`config.mk`:
```
export PLATFORM = sky130hd
export DESIGN_NAME = teamplayer_gen
export DESIGN_NICKNAME = d
export VERILOG_FILES = /design/src/rtl/teamplayer_gen.sv
export SDC_FILE = /design/constraint.sdc
export NUM_CORES = 1
export LEC_CHECK = 0
export CAP_MARGIN = 25
export CORE_ASPECT_RATIO = 1.2
export CORE_MARGIN = 2
export CORE_UTILIZATION = 45
export CTS_BUF_LIST = sky130_fd_sc_hd__clkbuf_16
export DETAILED_ROUTE_END_ITERATION = 10
export PLACE_DENSITY = 0.74
export SLEW_MARGIN = 20
export SYNTH_ARGS = -nofsm -noshare
export SYNTH_HDL_FRONTEND = slang
export SYNTH_SLANG_ARGS = --single-unit
```
`constraint.sdc`:
```
create_clock -name CLK -period 4.4 [get_ports CLK]
set_input_delay 0.88 -clock CLK [delete_from_list [all_inputs] [get_ports CLK]]
set_output_delay 0.88 -clock CLK [all_outputs]
set_load 0.01 [all_outputs]
```
`src/rtl/teamplayer_gen.sv`:
```
// Multi-pad nibble adapter for one Genesis port: snapshots up to eight pads and serialises them over TH/TR/TL.
// Optional abandoned-transfer recovery is built when TEAMPLAYER_TIMEOUT_EN is defined.
module teamplayer_gen #(
  parameter int          NUM_PORTS = 4,
  parameter logic [7:0]  PAD6_MASK = 8'hFF,
  parameter logic [9:0]  TIMEOUT   = 10'd1023
) (
  input  logic                      CLK,
  input  logic                      RESET,
  input  logic                      CE,
  input  logic [12*NUM_PORTS-1:0]   PAD,
  input  logic [NUM_PORTS-1:0]      PRESENT,
  input  logic                      TH,
  input  logic                      TR,
  output logic [3:0]                D,
  output logic                      TL,
  output logic                      BUSY
);

  typedef enum logic [1:0] {IDLE, XFER, DONE} state_t;

  state_t                    state;
  logic                      th_s, th_q, tr_s, tr_q;
  logic [12*NUM_PORTS-1:0]   pad_snap;
  logic [NUM_PORTS-1:0]      pres_snap;
  logic [5:0]                idx;
  logic [5:0]                idx_nxt;
  logic [5:0]                last_idx;
  logic [5:0]                pos;
  logic [11:0]               p;
  logic [3:0]                nib_next;
  logic                      th_fall, th_rise, tr_edge, tmo_hit;

  // Pins pass through th_s/tr_s first, so an edge is seen on the second CE tick.
  assign th_fall = th_q & ~th_s;
  assign th_rise = ~th_q & th_s;
  assign tr_edge = tr_s ^ tr_q;
  assign idx_nxt = idx + 6'd1;

  always_comb begin
    nib_next = 4'h0;
    pos      = 6'(3 + NUM_PORTS);
    p        = '0;
    for (int s = 0; s < NUM_PORTS; s++) begin
      p = pad_snap[12*s +: 12];
      if (idx_nxt == 6'(3 + s))
        nib_next = pres_snap[s] ? {3'b000, PAD6_MASK[s]} : 4'hF;
      if (pres_snap[s]) begin
        if (idx_nxt == pos)         nib_next = ~p[3:0];
        if (idx_nxt == pos + 6'd1)  nib_next = ~{p[7], p[4], p[6], p[5]};
        pos = pos + 6'd2;
        if (PAD6_MASK[s]) begin
          if (idx_nxt == pos) nib_next = ~{p[8], p[9], p[10], p[11]};
          pos = pos + 6'd1;
        end
      end
    end
    last_idx = pos - 6'd1;
  end

`ifdef TEAMPLAYER_TIMEOUT_EN
  logic [9:0] tmo_cnt;

  // Down-counter reloaded on session start and on every TR edge; expiry fires on the tick it would hit zero.
  assign tmo_hit = (state != IDLE) && !tr_edge && !th_rise && (tmo_cnt == 10'd1);

  always_ff @(posedge CLK) begin
    if (RESET) begin
      tmo_cnt <= TIMEOUT;
    end else if (CE) begin
      if ((state == IDLE && th_fall) || (state != IDLE && tr_edge))
        tmo_cnt <= TIMEOUT;
      else if (state != IDLE && tmo_cnt != 10'd0)
        tmo_cnt <= tmo_cnt - 10'd1;
    end
  end
`else
  logic unused_timeout;
  assign unused_timeout = ^TIMEOUT;
  assign tmo_hit = 1'b0;
`endif

  always_ff @(posedge CLK) begin
    if (RESET) begin
      state     <= IDLE;
      D         <= 4'h3;
      TL        <= 1'b1;
      BUSY      <= 1'b0;
      idx       <= 6'd0;
      pad_snap  <= '0;
      pres_snap <= '0;
      th_s      <= 1'b1;
      th_q      <= 1'b1;
      tr_s      <= 1'b1;
      tr_q      <= 1'b1;
    end else if (CE) begin
      th_s <= TH;
      th_q <= th_s;
      tr_s <= TR;
      tr_q <= tr_s;
      if (th_rise || tmo_hit) begin
        state <= IDLE;
        D     <= 4'h3;
        TL    <= 1'b1;
        BUSY  <= 1'b0;
        idx   <= 6'd0;
      end else begin
        case (state)
          IDLE: if (th_fall) begin
            pad_snap  <= PAD;
            pres_snap <= PRESENT;
            idx       <= 6'd0;
            D         <= 4'hF;
            TL        <= tr_s;
            BUSY      <= 1'b1;
            state     <= XFER;
          end
          XFER: if (tr_edge) begin
            idx <= idx_nxt;
            D   <= nib_next;
            TL  <= tr_s;
            if (idx_nxt == last_idx) state <= DONE;
          end
          DONE: if (tr_edge) begin
            D  <= 4'h0;
            TL <= tr_s;
          end
          default: state <= IDLE;
        endcase
      end
    end
  end

endmodule

```
Yosys cells after proc, flatten, opt, wreduce, memory -nomap -nowiden
Index checks and enable logic that the tools add are counted.
{ "word_totals": {"regBits": 70, "out_inout_bits": 6, "wordCells": 127} }
{ "classes": {"add_sub_neg": 11, "n_eq_ne": 25, "n_mux": 49, "bitwise": 18, "n_reduce_logical": 13} }
{ "op_table": {"columns": ["op", "count"], "rows": [
  ["4-bit two-way mux", 29],
  ["6-bit equality test", 10],
  ["4-bit NOT", 12],
  ["6-bit by 1-bit adder with 6-bit output (second input constant)", 7],
  ["6-bit two-way mux", 6],
  ["6-bit by 3-bit equality test with 1-bit output (second input constant)", 4],
  ["6-bit by 2-bit adder with 6-bit output (second input constant)", 3],
  ["6-bit by 4-bit equality test with 1-bit output (second input constant)", 2],
  ["3-bit != test (second input constant)", 4],
  ["4-bit one-hot mux with 3 select lines", 1],
  ["6-bit one-hot mux with 2 select lines", 1],
  ["4-bit AND reduction", 3],
  ["5-bit AND reduction", 2],
  ["2-bit two-way mux", 4],
  ["6-bit by 2-bit equality test with 1-bit output (second input constant)", 1],
  ["1-bit two-way mux", 6],
  ["2-bit one-hot mux with 3 select lines", 1],
  ["3-bit nonzero test", 2],
  ["6-bit by 1-bit subtractor with 6-bit output (second input constant)", 1],
  ["2-bit nonzero test", 2],
  ["4-bit nonzero test", 1],
  ["3-bit by 1-bit != test with 1-bit output (second input constant)", 1],
  ["1-bit NOT", 3],
  ["3-bit AND reduction", 1],
  ["8 further kinds", 9]
]} }

Depth between registers and ports, before layout
Gate-level depths: netlist of run 1.
{ "depth": {"depth_word": 25, "ltp_mapped": 17, "depth_no_buf": 16} }

Worst setup path after synthesis of run 1
Ideal clock, no wire load.
{ "synth_path": {"path_type": "register to register", "startpoint": "register pres_snap[1]", "endpoint": "register state[0]", "setup_time_ps": 131, "arrival_time_ps": 3407, "path_slack_ps": 862, "stages_incl_launch_ff": 16, "synth_period_minus_slack_ps": 3538, "path_cell_list": "dfxtp_1 -> buf_2 -> inv_1 -> ha_1 -> clkbuf_1 -> xor2_1 -> inv_1 -> ha_1 -> xnor2_1 -> mux2i_1 -> or3b_1 -> xnor2_1 -> and4_1 -> and3b_1 -> o311ai_1 -> o41ai_1"} }
{ "synth_between": {"elab_chain_len": 11} }
{ "synth_rtl": {"columns": ["item", "line_no", "rtl"], "rows": [
  ["start, declared", "25", "logic [NUM_PORTS-1:0] pres_snap;"],
  ["start signal, assigned", "91", "pres_snap <= '0;"],
  ["start signal, assigned", "111", "pres_snap <= PRESENT;"],
  ["6-bit two-way mux *", "48", "if (pres_snap[s]) begin"],
  ["6-bit by 2-bit adder with 6-bit output", "51", "pos = pos + 6'd2;"],
  ["6-bit by 1-bit adder with 6-bit output", "54", "pos = pos + 6'd1;"],
  ["6-bit two-way mux *", "48", null],
  ["6-bit by 2-bit adder with 6-bit output", "51", null],
  ["6-bit by 1-bit adder with 6-bit output", "54", null],
  ["6-bit two-way mux *", "48", null],
  ["6-bit by 1-bit subtractor with 6-bit output *", "58", "last_idx = pos - 6'd1;"],
  ["6-bit equality test *", "122", "if (idx_nxt == last_idx) state <= DONE;"],
  ["3-bit != test (no source line) *", null, null],
  ["5-bit AND reduction (no source line) *", null, null],
  ["end signal, assigned", "116", "state <= XFER;"],
  ["end signal, assigned", "122", null],
  ["end signal, assigned", "128", "default: state <= IDLE;"],
  ["end, declared", "22", "state_t state;"]
]} }
Mark *: on every way between the ends. The rest lies on a longest branch, timed or not.
A chain may end at the register's enable or synchronous reset.

Worst setup path after layout of run 1
Ends and elaborated chain as after synthesis.

==> results of run 1 <==
## state kept, by name, indices dropped and copies added, names as in the netlist
name / count
pad_snap: 48
tr_q: 1
D: 4
TL: 1
BUSY: 1
tr_s: 1
idx: 6
pres_snap: 4
th_s: 1
th_q: 1
state: 2
## layout make-up
cell class	count	area, um2	area share [%]
Tap cell	129	161	2.85
Clock buffer	9	225	3.97
Timing Repair Buffer	68	661	11.7
Sequential cell	70	1400	24.8
Multi-Input combinational cell	498	3080	54.3
Inverter	29	109	1.92
Clock inverter	6	32.5	0.574
## worst reg2reg max path, cell delays in order, from the launching register on
cell	delay (ps)
dfxtp_1	600
inv_1	180
ha_1	450
xor2_1	350
inv_1	160
ha_1	360
xnor2_1	170
mux2i_1	130
or3b_1	410
xnor2_1	160
and4_1	250
and3b_1	190
o311ai_1	300
o41ai_1	120
## where the power goes
group / switching, W / total, W / internal [W] / leakage [nW]
Sequential: 0.0000195 / 0.000678 / 0.000659 / 0.568
Combinational: 0.000141 / 0.000269 / 0.000128 / 1.39
Clock: 0.000274 / 0.000646 / 0.000371 / 0.131
## layer usage
metal | global-route usage [%] | wire length, um
met5 | 0 | 0
met4 | 8.24 | 278
met3 | 3.62 | 448
met2 | 37.3 | 5960
met1 | 29.3 | 5780
## cells in the final DEF (no fill, tap or decap), drive strengths merged, types with 5 or more instances in the layout
| master | instances |
|---|---|
| nor3 | 10 |
| clkbuf | 9 |
| dfxtp | 70 |
| nor2 | 37 |
| or3 | 5 |
| clkdlybuf4s50 | 61 |
| nand2 | 141 |
| xor2 | 10 |
| a21oi | 81 |
| o21ai | 20 |
| inv | 31 |
| nand3 | 13 |
| o211ai | 7 |
| mux2i | 7 |
| xnor2 | 26 |
| buf | 7 |
| and3 | 9 |
| o22ai | 10 |
| ha | 19 |
| nor2b | 9 |
## cell families (layout without fill, tap and decap cells)
group	Yosys count	count (layout)	synth area share [%]
and+or+nand+nor	257	257	25.3
AOI/OAI and AO/OA	172	172	23.2
DFF	70	70	29.4
buffers and inverters	70	112	6.14
xor gates and xnor gates	38	38	8.11
adders and majority gates	20	20	5.40
muxes	11	11	2.41
## timing repair
| item | 4_1_cts | 5_1_grt |
|---|---|---|
| setup endpoints to repair | 0 | 2 |
| resized for setup | 0 | 1 |
| hold buffers | 0 | 0 |
| buffers inserted | 0 | 0 |
## per-stage QoR
stage / cells / util [%] / hold slack [ps] / power (W) / cell area (um2)
final: 809 / 54.4 / 456 / 0.00159 / 5670
after global routing: 809 / 54.4 / 476 / 0.00167 / 5670
after CTS: 809 / 54.4 / 459 / 0.00160 / 5670
after detailed placement: 794 / 51.9 / 450 / 0.000958 / 5410
after global placement: 794 / 51.9 / 446 / 0.000952 / 5410
after floorplan: 638 / - / 431 / 0.000855 / 4770
## worst paths after layout
kind,end,cells past startpoint,start
max,state[0],13,pres_snap[1]
min,pad_snap[3],2,pad_snap[3]
max reg2reg,state[0],13,pres_snap[1]
min reg2reg,pad_snap[3],2,pad_snap[3]
==> results.json, run 1 <==
{
  "power_density_mw_per_mm2": 281,
  "post-route-min-period_ps": 3950,
  "syn_to_final_growth_pct": 18.8,
  "path_delay_family": "simple AND/OR/NAND/NOR gates",
  "firstDrtPassIters": 5,
  "worst_slack_ps": 449,
  "diodes": 0,
  "grt_pass1_wl_um": 20700,
  "worst_pin_slew_ps": 846,
  "finalMaxSlewViolations": 0,
  "fmax_mhz": 253,
  "synth_top_area_share_pct": 29.4,
  "grt_max_degree": 64,
  "critPathBufInv": 2,
  "detail-route-antenna-nets": 0,
  "setup_viol": 0,
  "synth_commonest_cells": "nand2_1, a21oi_1, dfxtp_1",
  "synthTopCellsByArea": "dfxtp_1, nand2_1, a21oi_1",
  "via_count": 4639,
  "arrival_ps": 4160,
  "clock_skew_ps": 10.6,
  "cp.required_ps": 4610,
  "fin_crit_sh_pct": 89.8,
  "rrSetupSlack_ps": 450,
  "yosysTopAreaCell": "dfxtp_1",
  "ys_warn_count": 0,
  "leakagePower_nw": 2.09,
  "core-area_mm2": 0.0104,
  "syn_inst": 638,
  "antenna_found_initial": 0,
  "root_buffer": "clkbuf_16",
  "setup_tns_ps": 0,
  "ys_seq_elements": 70,
  "syn_area_mm2": 0.00477,
  "place_congestion": 0.886,
  "io_buffer_count": 62,
  "rsz0062_at_grt": "no",
  "dieWidth_um": 98.0,
  "fill_cells": 1016,
  "start_kind": "flop",
  "avgSynthCellArea_um2": 7.48,
  "worst_setup_path_end_kind": "flop",
  "synthArstFlopShare_pct": 0,
  "grt_pass1_vias": 4260,
  "crit_path_max_fanout": 13,
  "start_util_pct": 45.8,
  "nets": 753,
  "overflow": 0,
  "h-tree-depth": 3,
  "io_pins": 63,
  "yosysSeqAreaShare_pct": 29.4,
  "dpl.hpwl_um": 9030,
  "pre_cts_slack_ps": 402,
  "hold_class": "reg -> reg",
  "yosys_most_used_dff": "dfxtp_1",
  "fp-row-count": 41,
  "status": "finished, final reports clean",
  "synth.net_count": 715,
  "wl_um": 12500,
  "cts_tree": "yes",
  "cts_made_buffers": 9,
  "cts_max_path_buffers": 2,
  "crit_slowest_cell": "dfxtp_1",
  "cts.sinks": 70,
  "slew_headroom_pct": 43.6,
  "die_area_mm2": 0.0114,
  "crit_chain": "inv_1 -> ha_1 -> xor2_1 -> inv_1 -> ha_1 -> xnor2_1 -> mux2i_1 -> or3b_1 -> xnor2_1 -> and4_1 -> and3b_1 -> o311ai_1 -> o41ai_1",
  "max_stage_delay_ps": 600,
  "clkLatencyLatePin_ps": 350,
  "synth_cell_type_count": 78,
  "ir_worst_vdd_mv": 0.188,
  "synth.most_common_cell": "nand2_1",
  "path_class": "reg -> reg",
  "drive_gt1_share_pct": 5.88,
  "path_clk_slew_ps": 60,
  "die_h_um": 117,
  "viasPerCell": 5.73,
  "max_cap_violations": 0,
  "synth-edff-count": 0,
  "finalHoldViolCount": 0,
  "drc": 0,
  "first_iter_violations": 383,
  "track_usage_pct": 22.3,
  "wl_per_cell_um": 15.4
}
Power figures use the tool's default switching activity.
==> run 2: changes to the inputs <==
==> constraint.sdc (replaced) <==
create_clock -name CLK -period 4.6 [get_ports CLK]
set_input_delay 0.92 -clock CLK [delete_from_list [all_inputs] [get_ports CLK]]
set_output_delay 0.92 -clock CLK [all_outputs]
set_load 0.01 [all_outputs]
==> results.json, run 2 (synthesized netlist as in run 1, its figures left out) <==
{
  "overflow": 0,
  "rrSetupSlack_ps": 540,
  "worst_pin_slew_ps": 862,
  "detail-route-antenna-nets": 0,
  "regArea_mm2": 0.00140,
  "nets": 752,
  "placed_cell_area_mm2": 0.00540,
  "max_cap_violations": 0,
  "pwr-share-seq_pct": 39.2,
  "start_kind": "flop",
  "diodes": 0,
  "finalMaxSlewViolations": 0,
  "switching_share_pct": 26.0,
  "regMostFlops": "pad_snap",
  "design_area_mm2": 0.00571,
  "h-tree-depth": 3,
  "drive_gt1_share_pct": 5.88,
  "post_cts_buffers": 0,
  "pwr-share-comb_pct": 15.6,
  "slew_headroom_pct": 42.5,
  "power_density_mw_per_mm2": 289,
  "whs_path_depth": 2,
  "switchingPower_w": 0.000430,
  "syn_to_final_growth_pct": 19.8,
  "hold_class": "reg -> reg",
  "path_clk_slew_ps": 60,
  "largest_reg_flops": 48,
  "rsz0062_at_grt": "no",
  "whs_ps": 457,
  "viasPerCell": 5.83,
  "io_pins": 63,
  "track_usage_pct": 22.8,
  "setup_viol": 0,
  "clock_skew_ps": 10.8,
  "post_cts_resize_count": 0,
  "first_iter_violations": 321,
  "die_area_mm2": 0.0114,
  "post-route-min-period_ps": 4060,
  "crit_path_max_fanout": 14,
  "cp.required_ps": 4860,
  "via_count": 4713,
  "setup_tns_ps": 0,
  "r2r-end": "state[1]",
  "fmax_mhz": 247,
  "cts_tree": "yes",
  "fp-row-count": 41,
  "status": "finished, final reports clean",
  "rr_startpoint": "pres_snap[0]",
  "p_int_w": 0.00122,
  "place_congestion": 0.881,
  "worst_setup_path_end_kind": "flop",
  "path_class": "reg -> reg",
  "core-area_mm2": 0.0104,
  "reg.largest.list": "pad_snap (48), idx (6)",
  "firstDrtPassIters": 5,
  "final_common_cell": "nand2_1",
  "cts.sinks": 70,
  "io_buffer_count": 62,
  "hp-start": "pad_snap[8]",
  "antenna_found_initial": 0,
  "final_cell_mix": "nand2_1, a21oi_1, dfxtp_1",
  "clkLatencyLatePin_ps": 340,
  "rr_worst_depth": 14,
  "holdPathEnd": "pad_snap[8]",
  "fill_cells": 1017,
  "cts_made_buffers": 9,
  "leakagePower_nw": 2.10,
  "grt_max_degree": 64,
  "multiInputGateArea_mm2": 0.00308,
  "clockPowerShare_pct": 45.2,
  "drc": 0,
  "start_util_pct": 45.8,
  "dpl.hpwl_um": 9270,
  "arrival_ps": 4320,
  "grt_pass1_vias": 4406,
  "dieWidth_um": 98.0,
  "wl_um": 12900,
  "grt_pass1_wl_um": 21300,
  "ctsHoldBuffers": 0,
  "wl_per_cell_um": 15.9,
  "fin_crit_sh_pct": 88.2,
  "root_buffer": "clkbuf_16",
  "cts_max_path_buffers": 2,
  "finalHoldViolCount": 0,
  "ir_worst_vdd_mv": 0.199,
  "die_h_um": 117
}
[run 2: cell types whose count changed in the layout (fill, tap and decap cells not counted)]
cell       before  now
buf_4           6    5
dfxtp_2         1    0
inv_1          31   29
dfxtp_1        69   70
bufinv_16       0    2
clkinv_1        1    2
[run 2: layout make-up]
cell class	count	area share, %
well taps	129	2.82
clock buffers	9	3.94
repair buffers	67	11.4
flip-flops and latches	70	24.5
clock inverters	7	1.55
inverters	29	1.90
multi-input cells	498	53.8
[run 2: worst max-delay path by stage]
stage                       from  endpoint  slack, ps  cells after the start
global placement    pres_snap[0]  state[0]        780                     13
CTS                 pres_snap[0]  state[1]        610                     14
finish              pres_snap[0]  state[1]        540                     14
floorplan           pres_snap[1]  state[0]       1060                     15
global route        pres_snap[0]  state[1]        150                     14
detailed placement  pres_snap[0]  state[1]        620                     14
[run 2: per-stage QoR]
stage                     utilization [%]  setup WS (ps)  cells  power, W
final                                54.9            543    809   0.00165
after global routing                 54.9            151    809   0.00172
after CTS                            54.9            611    809   0.00166
after detailed placement             51.9            616    793  0.000918
after global placement               51.9            780    793  0.000911
after floorplan                         -           1060    638  0.000818
[run 2: worst max-delay path, stage by stage, from the launching register on]
cell and delay [ps]:
dfxtp_1 630, inv_1 230, ha_1 460, xor2_1 340, inv_1 150, ha_1 350
xnor2_1 160, mux2i_1 140, or3b_1 420, xnor2_1 230, nand2_1 80, mux2i_1 170
nor3b_1 310, nor2_1 80, a211oi_1 220
[run 2: power by group through the flow]
stage,clock [W],combinational (W),sequential (W)
6_report,0.000747,0.000259,0.000648
3_3_place_gp,0,0.000251,0.000660
2_1_floorplan,0,0.000162,0.000656
3_5_place_dp,0,0.000257,0.000661
4_1_cts,0.000752,0.000258,0.000648
5_1_grt,0.000783,0.000287,0.000651
[run 2: metal layers]
| metal | GRT usage [%] | up-vias | wire (um) |
|---|---|---|---|
| met5 | 0 | - | 0 |
| met4 | 9.17 | 0 | 355 |
| met2 | 39.0 | 142 | 6170 |
| met1 | 29.2 | 2235 | 5800 |
| met3 | 3.44 | 35 | 553 |
| li1 | - | 2301 | - |
==> run 3: changes to the inputs <==
--- a/config.mk
+++ b/config.mk
@@ -7,7 +7,7 @@
 export LEC_CHECK = 0
 export CAP_MARGIN = 25
 export CORE_ASPECT_RATIO = 1.2
-export CORE_MARGIN = 2
+export CORE_MARGIN = 5
 export CORE_UTILIZATION = 45
 export CTS_BUF_LIST = sky130_fd_sc_hd__clkbuf_16
 export DETAILED_ROUTE_END_ITERATION = 10
==> results.json, run 3 (synthesized netlist as in run 1, its figures left out) <==
{
  "status": "finished, final reports clean",
  "setup_tns_ps": 0,
  "hold_class": "reg -> reg",
  "nets": 753,
  "power_density_mw_per_mm2": 288,
  "track_usage_pct": 19.8,
  "fin_crit_sh_pct": 90.0,
  "reg.largest.list": "pad_snap (48), idx (6)",
  "overflow": 0,
  "io_pins": 63,
  "firstDrtPassIters": 5,
  "post_cts_resize_count": 0,
  "switchingPower_w": 0.000423,
  "antenna_found_initial": 0,
  "crit_chain": "inv_1 -> ha_1 -> xor2_1 -> inv_1 -> ha_1 -> xnor2_1 -> mux2i_1 -> or3b_1 -> xnor2_1 -> nand2_1 -> mux2i_1 -> nor3b_1 -> nor2_1 -> a211oi_1",
  "ir_worst_vdd_mv": 0.208,
  "io_buffer_count": 62,
  "root_buffer": "clkbuf_16",
  "p_int_w": 0.00122,
  "clkLatencyLatePin_ps": 330,
  "drc": 0,
  "path_class": "reg -> reg",
  "finalHoldViolCount": 0,
  "clockPowerShare_pct": 44.9,
  "cts_max_path_buffers": 2,
  "cts_made_buffers": 9,
  "post-route-min-period_ps": 4140,
  "max_cap_violations": 0,
  "arrival_ps": 4390,
  "finalMaxSlewViolations": 0,
  "detail-route-antenna-nets": 0,
  "ctsHoldBuffers": 0,
  "crit_slowest_cell": "dfxtp_1",
  "core-area_mm2": 0.0105,
  "worst_setup_path_end_kind": "flop",
  "viasPerCell": 5.72,
  "whs_ps": 455,
  "regMostFlops": "pad_snap",
  "cts.sinks": 70,
  "leakagePower_nw": 2.11,
  "worst_pin_slew_ps": 822,
  "clock_skew_ps": 6.53,
  "largest_reg_flops": 48,
  "place_congestion": 0.946,
  "slew_headroom_pct": 45.1,
  "start_util_pct": 45.6,
  "fmax_mhz": 242,
  "final_util_pct": 54.7,
  "grt_pass1_vias": 4450,
  "crit_path_max_fanout": 14,
  "h-tree-depth": 3,
  "die_h_um": 123,
  "die_area_mm2": 0.0128,
  "rsz0062_at_grt": "no",
  "cp.required_ps": 4850,
  "cts_tree": "yes",
  "grt_pass1_wl_um": 20900,
  "dieWidth_um": 104,
  "post_cts_buffers": 0,
  "diodes": 0,
  "grt_max_degree": 64,
  "first_iter_violations": 296,
  "final_common_cell": "nand2_1",
  "start_kind": "flop",
  "pwr-share-seq_pct": 39.3,
  "max_stage_delay_ps": 640,
  "wl_per_cell_um": 15.6,
  "path_clk_slew_ps": 60,
  "wl_um": 12700,
  "pwr-share-comb_pct": 15.7,
  "switching_share_pct": 25.7,
  "dpl.hpwl_um": 9290,
  "via_count": 4624,
  "final_cell_mix": "nand2_1, a21oi_1, dfxtp_1",
  "fp-row-count": 41,
  "setup_viol": 0,
  "syn_to_final_growth_pct": 19.9,
  "drive_gt1_share_pct": 6.03
}
run 3: changes by cell type in the layout (fill, tap and decap cells not counted):
cell	change
clkinv_1	-1
inv_6	+1
clkinvlp_4	-1
buf_4	+1
run 3: path summary, 6_finish.rpt:
check,start,cells past startpoint,end,slack [ps]
setup / recovery,pres_snap[0],14,state[1],460
hold / removal,pad_snap[10],2,pad_snap[10],450
setup reg to reg,pres_snap[0],14,state[1],460
hold reg to reg,pad_snap[10],2,pad_snap[10],450
run 3: power groups by stage:
stage / Combinational [W] / Sequential (W) / Clock [W]
2_1_floorplan: 0.000162 / 0.000656 / 0
5_1_grt: 0.000286 / 0.000650 / 0.000772
3_3_place_gp: 0.000250 / 0.000660 / 0
3_5_place_dp: 0.000258 / 0.000661 / 0
4_1_cts: 0.000260 / 0.000647 / 0.000748
6_report: 0.000259 / 0.000648 / 0.000740
run 3: area by class of cell:
class	count	area [um2]
Timing Repair Buffer	68	661
Clock inverter	6	86.3
Inverter	29	109
Clock buffer	9	225
Fill cell	1032	4750
Multi-Input combinational cell	498	3080
Sequential cell	70	1400
Tap cell	129	161
run 3: metal layers:
metal / share of wire, % / GRT usage, %
met2: 49 / 34.0
met3: 4.4 / 3.52
met1: 44 / 23.9
met4: 2.4 / 9.72
met5: 0 / 0
run 3: critical path, delay by kind of cell (launching register included):
family / cells / cell delay, ps
simple gates: 4 / 890
fa+ha+maj: 2 / 820
xor+xnor: 3 / 740
flops: 1 / 640
buf+inv: 2 / 390
mux: 2 / 330
compound gates: 1 / 220
run 3: through the flow:
stage	total power (W)	area, um2	setup WS [ps]	cells
after floorplan	0.000818	4770	1060	638
after global placement	0.000910	5410	822	794
after detailed placement	0.000918	5410	555	794
after CTS	0.00165	5720	516	809
after global routing	0.00171	5720	148	809
final	0.00165	5720	462	809
